`config.mk`:
```
export PLATFORM = sky130hd
export DESIGN_NAME = rv32_decode_stage
export DESIGN_NICKNAME = d
export VERILOG_FILES = /design/src/rtl/rv32_decode_stage.sv
export SDC_FILE = /design/constraint.sdc
export NUM_CORES = 1
export LEC_CHECK = 0
export BUFFER_PORTS_ARGS = -buffer_cell sky130_fd_sc_hd__buf_2
export CORE_MARGIN = 2
export CORE_UTILIZATION = 45
export CTS_CLUSTER_SIZE = 14
export DETAILED_ROUTE_END_ITERATION = 8
export PLACE_DENSITY = 0.71
export SLEW_MARGIN = 20
export SYNTH_ARGS = -nofsm -noshare
export SYNTH_HDL_FRONTEND = slang
export SYNTH_SLANG_ARGS = --single-unit
```
`constraint.sdc`:
```
create_clock -name clk -period 2.8 [get_ports clk]
set_clock_uncertainty 0.2 [all_clocks]
set_input_delay 0.84 -clock clk [delete_from_list [all_inputs] [get_ports clk]]
set_output_delay 0.84 -clock clk [all_outputs]
set_load 0.02 [all_outputs]
```
`src/rtl/rv32_decode_stage.sv`:
```
`default_nettype none
// ============================================================================
// Module   : rv32_decode_stage
// Purpose  : Registered RV32I decode stage between fetch and execute.
//            valid/ready handshake on both sides, one output register plus
//            one skid register so in_ready can be a flop. Each accepted word
//            becomes class / register indices / immediate / write-enable /
//            illegal flag. Supports flush and a saturating counter of
//            illegal instructions handed off to execute.
// Config   : `define RV32M_EN to decode funct7=0000001 OP encodings as
//            MULDIV (class 10); otherwise they are illegal (class 15).
// Ports    : clk, rst_n (sync, active-low), flush
//            in_valid / in_ready / in_instr / in_pc        : fetch side
//            out_valid / out_ready / out_pc / out_class /
//            out_funct3 / out_alt / out_rd / out_rs1 / out_rs2 /
//            out_imm / out_we / out_illegal                : execute side
//            illegal_cnt                                   : saturating count
// Revision : 1.0 - initial release
// ============================================================================
module rv32_decode_stage #(
  parameter int PC_W  = 32,
  parameter int CNT_W = 16
) (
  input  logic             clk,
  input  logic             rst_n,
  input  logic             flush,
  input  logic             in_valid,
  output logic             in_ready,
  input  logic [31:0]      in_instr,
  input  logic [PC_W-1:0]  in_pc,
  output logic             out_valid,
  input  logic             out_ready,
  output logic [PC_W-1:0]  out_pc,
  output logic [3:0]       out_class,
  output logic [2:0]       out_funct3,
  output logic             out_alt,
  output logic [4:0]       out_rd,
  output logic [4:0]       out_rs1,
  output logic [4:0]       out_rs2,
  output logic [31:0]      out_imm,
  output logic             out_we,
  output logic             out_illegal,
  output logic [CNT_W-1:0] illegal_cnt
);

  // Major opcodes
  localparam logic [6:0] c_op_lui    = 7'b0110111;
  localparam logic [6:0] c_op_auipc  = 7'b0010111;
  localparam logic [6:0] c_op_jal    = 7'b1101111;
  localparam logic [6:0] c_op_jalr   = 7'b1100111;
  localparam logic [6:0] c_op_branch = 7'b1100011;
  localparam logic [6:0] c_op_load   = 7'b0000011;
  localparam logic [6:0] c_op_store  = 7'b0100011;
  localparam logic [6:0] c_op_imm    = 7'b0010011;
  localparam logic [6:0] c_op_reg    = 7'b0110011;
  localparam logic [6:0] c_op_system = 7'b1110011;

  // Operation classes
  localparam logic [3:0] c_cls_r      = 4'd0;
  localparam logic [3:0] c_cls_i      = 4'd1;
  localparam logic [3:0] c_cls_load   = 4'd2;
  localparam logic [3:0] c_cls_store  = 4'd3;
  localparam logic [3:0] c_cls_branch = 4'd4;
  localparam logic [3:0] c_cls_jal    = 4'd5;
  localparam logic [3:0] c_cls_jalr   = 4'd6;
  localparam logic [3:0] c_cls_lui    = 4'd7;
  localparam logic [3:0] c_cls_auipc  = 4'd8;
  localparam logic [3:0] c_cls_system = 4'd9;
  localparam logic [3:0] c_cls_muldiv = 4'd10;
  localparam logic [3:0] c_cls_ill    = 4'd15;

  localparam logic [CNT_W-1:0] c_cnt_one = {{(CNT_W-1){1'b0}}, 1'b1};

  typedef struct packed {
    logic [PC_W-1:0] pc;
    logic [3:0]      cls;
    logic [2:0]      funct3;
    logic            alt;
    logic [4:0]      rd;
    logic [4:0]      rs1;
    logic [4:0]      rs2;
    logic [31:0]     imm;
    logic            we;
    logic            illegal;
  } dec_t;

  // --------------------------------------------------------------------------
  // Combinational decode of the word currently offered by fetch
  // --------------------------------------------------------------------------
  logic [6:0]  w_opcode;
  logic [2:0]  w_f3;
  logic [6:0]  w_f7;
  logic [3:0]  w_class;
  logic [31:0] w_imm;
  logic        w_alt;
  logic        w_writes;
  dec_t        w_dec;

  logic [31:0] w_imm_i;
  logic [31:0] w_imm_sh;
  logic [31:0] w_imm_s;
  logic [31:0] w_imm_b;
  logic [31:0] w_imm_u;
  logic [31:0] w_imm_j;

  always_comb begin
    w_imm_i  = {{20{in_instr[31]}}, in_instr[31:20]};
    w_imm_sh = {27'd0, in_instr[24:20]};
    w_imm_s  = {{20{in_instr[31]}}, in_instr[31:25], in_instr[11:7]};
    w_imm_b  = {{19{in_instr[31]}}, in_instr[31], in_instr[7],
                in_instr[30:25], in_instr[11:8], 1'b0};
    w_imm_u  = {in_instr[31:12], 12'd0};
    w_imm_j  = {{11{in_instr[31]}}, in_instr[31], in_instr[19:12],
                in_instr[20], in_instr[30:21], 1'b0};
  end

  always_comb begin
    w_opcode = in_instr[6:0];
    w_f3     = in_instr[14:12];
    w_f7     = in_instr[31:25];
    w_class  = c_cls_ill;
    w_imm    = 32'd0;
    w_alt    = 1'b0;

    // Every listed opcode ends in 2'b11, so a bad low pair lands in default.
    case (w_opcode)
      c_op_reg: begin
        w_alt = in_instr[30];
        if (w_f7 == 7'b0000000)
          w_class = c_cls_r;
        else if (w_f7 == 7'b0100000 && (w_f3 == 3'b000 || w_f3 == 3'b101))
          w_class = c_cls_r;
`ifdef RV32M_EN
        else if (w_f7 == 7'b0000001)
          w_class = c_cls_muldiv;
`endif
        else
          w_class = c_cls_ill;
      end
      c_op_imm: begin
        w_class = c_cls_i;
        w_imm   = w_imm_i;
        if (w_f3 == 3'b001) begin
          w_imm = w_imm_sh;
          if (w_f7 != 7'b0000000) w_class = c_cls_ill;
        end else if (w_f3 == 3'b101) begin
          w_imm = w_imm_sh;
          w_alt = in_instr[30];
          if (w_f7 != 7'b0000000 && w_f7 != 7'b0100000) w_class = c_cls_ill;
        end
      end
      c_op_load: begin
        w_imm   = w_imm_i;
        w_class = (w_f3 == 3'b011 || w_f3[2:1] == 2'b11) ? c_cls_ill : c_cls_load;
      end
      c_op_store: begin
        w_imm   = w_imm_s;
        w_class = (w_f3 > 3'b010) ? c_cls_ill : c_cls_store;
      end
      c_op_branch: begin
        w_imm   = w_imm_b;
        w_class = (w_f3[2:1] == 2'b01) ? c_cls_ill : c_cls_branch;
      end
      c_op_jal: begin
        w_imm   = w_imm_j;
        w_class = c_cls_jal;
      end
      c_op_jalr: begin
        w_imm   = w_imm_i;
        w_class = (w_f3 != 3'b000) ? c_cls_ill : c_cls_jalr;
      end
      c_op_lui: begin
        w_imm   = w_imm_u;
        w_class = c_cls_lui;
      end
      c_op_auipc: begin
        w_imm   = w_imm_u;
        w_class = c_cls_auipc;
      end
      c_op_system: begin
        w_imm   = w_imm_i;
        w_class = c_cls_system;
      end
      default: w_class = c_cls_ill;
    endcase

    case (w_class)
      c_cls_r, c_cls_i, c_cls_load, c_cls_jal, c_cls_jalr,
      c_cls_lui, c_cls_auipc, c_cls_muldiv: w_writes = 1'b1;
      default:                              w_writes = 1'b0;
    endcase

    w_dec.pc      = in_pc;
    w_dec.cls     = w_class;
    w_dec.funct3  = w_f3;
    w_dec.alt     = w_alt;
    w_dec.rd      = in_instr[11:7];
    w_dec.rs1     = in_instr[19:15];
    w_dec.rs2     = in_instr[24:20];
    w_dec.imm     = w_imm;
    w_dec.we      = w_writes && (in_instr[11:7] != 5'd0);
    w_dec.illegal = (w_class == c_cls_ill);
  end

  // --------------------------------------------------------------------------
  // Output register + skid register
  // --------------------------------------------------------------------------
  dec_t             r_out;
  dec_t             r_skid;
  logic             r_out_valid;
  logic             r_skid_valid;
  logic             r_in_ready;
  logic [CNT_W-1:0] r_cnt;

  logic w_accept;
  logic w_handoff;
  logic w_out_free;

  always_comb begin
    w_accept   = in_valid && r_in_ready;
    w_handoff  = r_out_valid && out_ready;
    w_out_free = !r_out_valid || out_ready;
  end

  // in_ready is simply !skid_valid held in its own flop. Since a full skid
  // forces in_ready low, accepting and refilling from skid never coincide.
  always_ff @(posedge clk) begin
    if (!rst_n) begin
      r_out        <= '0;
      r_skid       <= '0;
      r_out_valid  <= 1'b0;
      r_skid_valid <= 1'b0;
      r_in_ready   <= 1'b1;
      r_cnt        <= '0;
    end else begin
      // Counting is independent of flush: a handoff in the flush cycle counts.
      if (w_handoff && r_out.illegal && r_cnt != {CNT_W{1'b1}})
        r_cnt <= r_cnt + c_cnt_one;

      if (flush) begin
        r_out_valid  <= 1'b0;
        r_skid_valid <= 1'b0;
        r_in_ready   <= 1'b1;
      end else if (w_out_free) begin
        if (r_skid_valid) begin
          r_out        <= r_skid;
          r_out_valid  <= 1'b1;
          r_skid_valid <= 1'b0;
          r_in_ready   <= 1'b1;
        end else if (w_accept) begin
          r_out       <= w_dec;
          r_out_valid <= 1'b1;
        end else begin
          r_out_valid <= 1'b0;
        end
      end else if (w_accept) begin
        // Output stalled: park the new word so fetch is not back-pressured
        // combinationally.
        r_skid       <= w_dec;
        r_skid_valid <= 1'b1;
        r_in_ready   <= 1'b0;
      end
    end
  end

  assign in_ready    = r_in_ready;
  assign out_valid   = r_out_valid;
  assign out_pc      = r_out.pc;
  assign out_class   = r_out.cls;
  assign out_funct3  = r_out.funct3;
  assign out_alt     = r_out.alt;
  assign out_rd      = r_out.rd;
  assign out_rs1     = r_out.rs1;
  assign out_rs2     = r_out.rs2;
  assign out_imm     = r_out.imm;
  assign out_we      = r_out.we;
  assign out_illegal = r_out.illegal;
  assign illegal_cnt = r_cnt;

endmodule
`default_nettype wire

```
### Word level (Yosys, flattened, before mapping)

Memories as Yosys holds them, arrays and structs flattened.
Index checks and enable logic that the tools add are counted.

| storage, ports and cells | value |
|---|---|
| flip-flop bits (word level) | 197 |
| latch bits | 0 |
| bits in writable memories | 0 |
| ROM bits | 16 |
| input bits | 69 |
| output and inout port bits | 107 |
| word-level logic and storage cells | 99 |
| memories kept | 1 |

| operators by class | value |
|---|---|
| add/sub/neg operators | 1 |
| multiply operators | 0 |
| divide/modulo/power cells | 0 |
| $lt $le $gt $ge | 1 |
| eq/ne operators | 20 |
| shift operators | 0 |
| multiplexer cells | 24 |
| bitwise logic cells | 3 |
| reductions and logical operators | 25 |

Memory list:

| memory | depth | bits a word | rd ports | clocked after memory_dff | write ports | line | source |
|---|---|---|---|---|---|---|---|
| (no name shown) | 16 | 1 | 1 | 0 | 0 | 187 | `case (w_class)` |

Operator list:

| cell | count |
|---|---|
| 32-bit case mux with 6 select lines | 1 |
| 89-bit 2-to-1 mux | 2 |
| 32-bit 2-to-1 mux | 2 |
| 4-bit 2-to-1 mux | 10 |
| 4-bit case mux with 10 select lines | 1 |
| 7-bit by 6-bit == test with 1-bit output, second input constant | 4 |
| 7-bit == test, second input constant | 4 |
| 16-bit by 1-bit adder with 16-bit output, second input constant | 1 |
| 16-bit inequality test, second input constant | 1 |
| 7-bit by 5-bit == test with 1-bit output, second input constant | 2 |
| 7-bit by 2-bit == test with 1-bit output, second input constant | 1 |
| 1-bit logical AND | 7 |
| 7-bit zero test | 1 |
| 1-bit 2-to-1 mux | 7 |
| 7-bit by 6-bit inequality test with 1-bit output, second input constant | 1 |
| 7-bit nonzero test | 1 |
| 3-bit AND reduction | 2 |
| 3-bit OR reduction | 2 |
| 5-bit nonzero test | 1 |
| 4-bit == test, second input constant | 1 |
| 2-bit nonzero test | 2 |
| 2-bit OR reduction | 2 |
| 3-bit by 1-bit == test with 1-bit output, second input constant | 1 |
| 3-bit by 2-bit == test with 1-bit output, second input constant | 1 |
| 12 further kinds | 16 |

### Depth between registers and ports, before layout

An unclocked memory read counts as a cell.

| depth | value |
|---|---|
| depth after elaboration | 10 |
| mapped depth | 9 |
| depth with buffers taken out | 8 |

### Worst setup path before layout

No wires, ideal clock.

| path | value |
|---|---|
| kind | in2reg |
| from | input in_instr[2] |
| to | register r_out (netlist bit out_we) |
| setup time | 129 ps |
| data arrival time | 2470 ps |
| data required time | 2471 ps |
| path slack | 0 ps |
| stages | 8 |
| buffers on the path | 1 |
| cells stage by stage | buf_6 nand4bb_1 or3_4 a2111oi_4 nand4bb_4 a31oi_1 mux2i_1 o41ai_2 |

| between the ends | value |
|---|---|
| word-level cells in the longest chain between the ends | 6 |
| elaborated cells on any way between the ends | 15 |
| classes of those cells | 10 x eq/ne; 3 x mux; 1 x reduce/logical; 1 x memory |

Ends and longest elaborated chain:

| element | line | source |
|---|---|---|
| start, declared | 29 | `input logic [31:0] in_instr,` |
| 7-bit == test (tied with other cells) | 126 | `case (w_opcode)` |
| 4-bit case mux with 10 select lines (*) | 126 |  |
| memory read 16 x 1 bit (*) | n/a |  |
| 1-bit logical AND (*) | 201 | `w_dec.we = w_writes && (in_instr[11:7] != 5'd0);` |
| 89-bit 2-to-1 mux (*) | 250 | `end else if (w_accept) begin` |
| 89-bit 2-to-1 mux (*) | 245 | `if (r_skid_valid) begin` |
| end signal, assigned | 246 | `r_out <= r_skid;` |
| end signal, assigned | 251 | `r_out <= w_dec;` |
| end, declared | 208 | `dec_t r_out;` |

Every way passes the cells marked *; elsewhere a longest branch is shown, timed or not. The select of a mux whose other input is x is not followed.
A chain may end at the register's enable or synchronous reset.

### Final worst setup path

| path | value |
|---|---|
| from | input in_instr[2] |
| to | register r_out (netlist bit out_imm[18]) |

| between the ends | value |
|---|---|
| word-level cells in the longest chain between the ends | 5 |
| elaborated cells on any way between the ends | 14 |
| classes of those cells | 9 x eq/ne; 3 x mux; 2 x reduce/logical |

Ends and longest elaborated chain:

| element | line |
|---|---|
| 7-bit == test (tied with other cells) | 126 |
| 3-bit OR reduction (no line) / 2-bit OR reduction (equally long branches) | n/a |
| 32-bit case mux with 6 select lines (*) | 126 |
| 89-bit 2-to-1 mux (*) | 250 |
| 89-bit 2-to-1 mux (*) | 245 |

Marks and branches as above.

==> impl_results.md <==
* Status: completed
* Part of the power in combinational logic at 10.5%
* Min-Delay Path Class: reg2reg
* Cell types with the largest area share after synthesis: dfxtp_1 44%, nand2_1 9.9%, o211a_1 8.2%
* Crit path DAT at 2.75 ns
* Mux share of post-synthesis cell area at 5.99%
* Min-delay src: out_imm[22]
* Number of setup buffers added after CTS at 0
* CP startpoint kind: input pin
* Total power of the final layout at 6.04 mW
* Clk Latency, worst-skew pair at 0.42 ns
* Switching power at 1.60 mW
* Worst R2R Path Depth at 6
* Std-Cell Core Area at 19,600 sq um
* Main combinational cell family by area after synthesis: compound AO/OA/AOI/OAI gates
* Cell type of the slowest stage on the worst timing path: a211oi_2
* # H-tree levels at 4
* TritonCTS Buffers at 17
* # port buffers at 175
* Final setup fails at 0
* Post-DP HPWL at 15.7 mm
* Hold endpoint: out_imm[22]
* Post-route antenna net violation count at 0
* Async set-reset flop share out of synthesis at 0%
* Area used by multi-input combinational logic at 4670 sq um
* Critical Path, Cell by Cell: buf_2 > buf_4 > buf_4 > nand4bb_1 > buf_4 > a211oi_2 > a21oi_1 > nor2b_1 > o31ai_1
* Global routing met3 resource utilization at 5.77%
* Final critical path time including I/O delays and setup at 2.61 ns
* Final core occ at 56.6%
* Largest net degree at the start of global routing at 118
* Number of max-slew violations in the final report at 0
* Die H at 146 microns
* Initial Util at 46.1%
* Smallest hold slack at 0.254 ns
* Post-synth EDFFs at 0
* Final non-filler cell area at 11,100 sq um
* Grt peak-use layer: met2
* Simple-gate area share of the yosys netlist at 19.8%
* Required time of the critical path at 2.94 ns
* Max-slew headroom at the worst pin at 53.9%
* First-pass GRT wire length at 37.8 mm
* Total inserted antenna cells at 0
* Clock share of power at 41.1%
* Met1 track demand over resource at 28.2%
* Mean Syn Cell Area at 8.77 sq um
* Pre-antenna DRT Iters at 5
* Cell type with the highest occurrence count on the critical path: buf_4
* Ys flop type: dfxtp_1
* Total nets after synthesis at 1,099
* Biggest cell delay along the critical path at 0.56 ns
* Area grow syn2layout at 22.9%
* Parity-gate share of the synthesized area counting xor and xnor cells at 1.36%
* Arithmetic-cell share of the synthesized area counting full adders, half adders and majority gates at 0.139%
* Cell-internal power at 4.44 mW
* Destination of the worst register-to-register timing path: illegal_cnt[15]
* Maximum resistive drop on vdd at 0.414 mV
* Final cycle utilization of the critical path at 93.3%
* Number of distinct library cell variants in the gate-level netlist after synthesis at 64
* Nature of the critical path endpoint: flip-flop
* Fraction of the mapped netlist area in compound gates at 24.4%
* Post-synthesis cell type with the largest combined area: dfxtp_1
* Vias in the first global route at 7,377
* Overflow left after global routing at 0
* Register cell area after layout at 3950 sq um
* Power density cells at 544 nW/um^2
* Largest fanout on the critical path at 8
* Register bit count reported by yosys at 197
* Total via count after detailed routing at 7,888
* Die width at 146 microns
* CTS clk-pin slew, worst paths at 0.08 ns
* Critical path class: in2reg
* Clock Tree Root: clkbuf_16
* Synthesized instance count at 1,029
* Maxcap violations at 0
* Post-layout nets at 1,269
* Number of placed I/O pins at 176
* Reg-to-reg startpoint: illegal_cnt[8]
* Initial antenna violation count at 0
* Transition at the pin with the smallest max-transition slack at 0.692 ns
* TritonCTS clock tree: yes
* Register-to-register setup slack at 0.48 ns
* Sequential group share of total power at 48.4%
* Detail-routed net length per standard cell at 15.7 microns
* Via/cell ratio at 5.34
* Number of design-rule violations left by the first detailed-router iteration at 434
* Sequential area share after synthesis at 43.7%
* Die Footprint at 21,200 sq um
* Number of hold buffers added after cts at 0
* Total count of hold-check failures in the final report at 0
* Final weighted congestion in routability-driven placement at 0.891
* # fillers at 1,798
* Share of the synthesized area in the top cell type at 43.7%
* Achievable Freq at 383 MHz
* Resized Gates After CTS at 0
* Worst Hold Path Cells at 2
* # rows at 51
* Placed Area at 10,500 sq um
* RSZ-0062 raised after global routing: false
* Sw Share at 26.5%
* Leading cell types by count after synthesis: 238 x nand2_1, 197 x dfxtp_1, 74 x o211a_1
* Share of final-layout standard cells stronger than drive strength 1 at 23.9%
* Number of warnings printed during yosys synthesis at 0
* Post-synthesis cell area at 9030 sq um
* Met2 layer usage reported by global route at 36.4%
* Wire length reported by the detailed router at 23.3 mm
* Total number of clock tree sinks at 197
* Maximum buffer depth of the clock tree at 2
* Most numerous cell in the Yosys netlist: nand2_1
* Total GRT Usage at 21.6%
* Total DRC errors in the routed layout at 0
* Leakage at 5.01 nW
how the worst max path moves through the flow:
stage	from	end	slack, ns	cells after the start
floorplan	in_instr[2]	out_we	0.0005	8
global placement	in_instr[2]	out_imm[17]	-0.19	9
finish	in_instr[2]	out_imm[18]	0.19	9
detailed placement	in_instr[2]	out_imm[16]	-0.23	9
CTS	in_instr[2]	out_imm[18]	0.24	9
global route	in_instr[2]	out_imm[17]	0.03	9
cells in the final DEF (no fill, tap or decap), types with 17 or more instances in the layout:
master / count
nand2_1: 238
nor2_1: 21
nand3_1: 23
o21ai_0: 40
o211a_1: 74
dfxtp_1: 196
and2_1: 20
clkbuf_16: 17
mux2i_1: 54
a21boi_0: 66
a21oi_1: 37
buf_4: 57
nor2b_1: 24
buf_2: 174
cell type report:
type | count | share of cell area [%]
inverter | 16 | 0.541
clock inverter | 14 | 1.48
sequential | 197 | 35.6
multi-input combinational | 727 | 42.1
clock buffer | 18 | 3.96
timing repair buffer | 240 | 13.3
tap | 265 | 2.99
metrics by stage:
stage	TNS [ns]	setup WS (ns)	std cells
floorplan	0	0.000471	1029
global placement	-3.00	-0.188	1445
detailed placement	-4.18	-0.226	1445
CTS	0	0.239	1477
global route	0	0.0264	1477
finish	0	0.187	1477
kinds of logic after synthesis:
group | count (synthesis)
buf+inv | 105
flops | 197
compound gates | 278
fa+ha+maj | 1
simple gates | 380
mux | 54
xor+xnor | 14
worst max-delay path, delay by kind of cell:
family | cells | cell delay, ns
AOI/OAI and AO/OA | 3 | 0.92
buffers and inverters | 4 | 0.61
and+or+nand+nor | 2 | 0.38
sequential cells by signal, indices dropped and copies added (netlist names), 3 cells and up:
| register | flops |
|---|---|
| r_skid | 89 |
| out_imm | 32 |
| out_pc | 32 |
| illegal_cnt | 16 |
| out_rd | 5 |
| out_rs1 | 5 |
| out_rs2 | 5 |
| out_class | 4 |
| out_funct3 | 3 |
metal layers:
layer | vias up | wire, microns
met5 | - | 0
met4 | 0 | 246
met3 | 20 | 1290
met2 | 173 | 11100
met1 | 3762 | 10700
li1 | 3933 | -
power by group through the flow:
| stage | Clock (mW) | Combinational [mW] | Sequential [mW] |
|---|---|---|---|
| 2_1_floorplan | 0 | 0.286 | 3.06 |
| 3_3_place_gp | 0 | 0.637 | 2.98 |
| 3_5_place_dp | 0 | 0.639 | 2.99 |
| 4_1_cts | 2.53 | 0.641 | 2.92 |
| 5_1_grt | 2.63 | 0.691 | 2.93 |
| 6_report | 2.48 | 0.636 | 2.92 |
(Power assumes the default switching activity.)
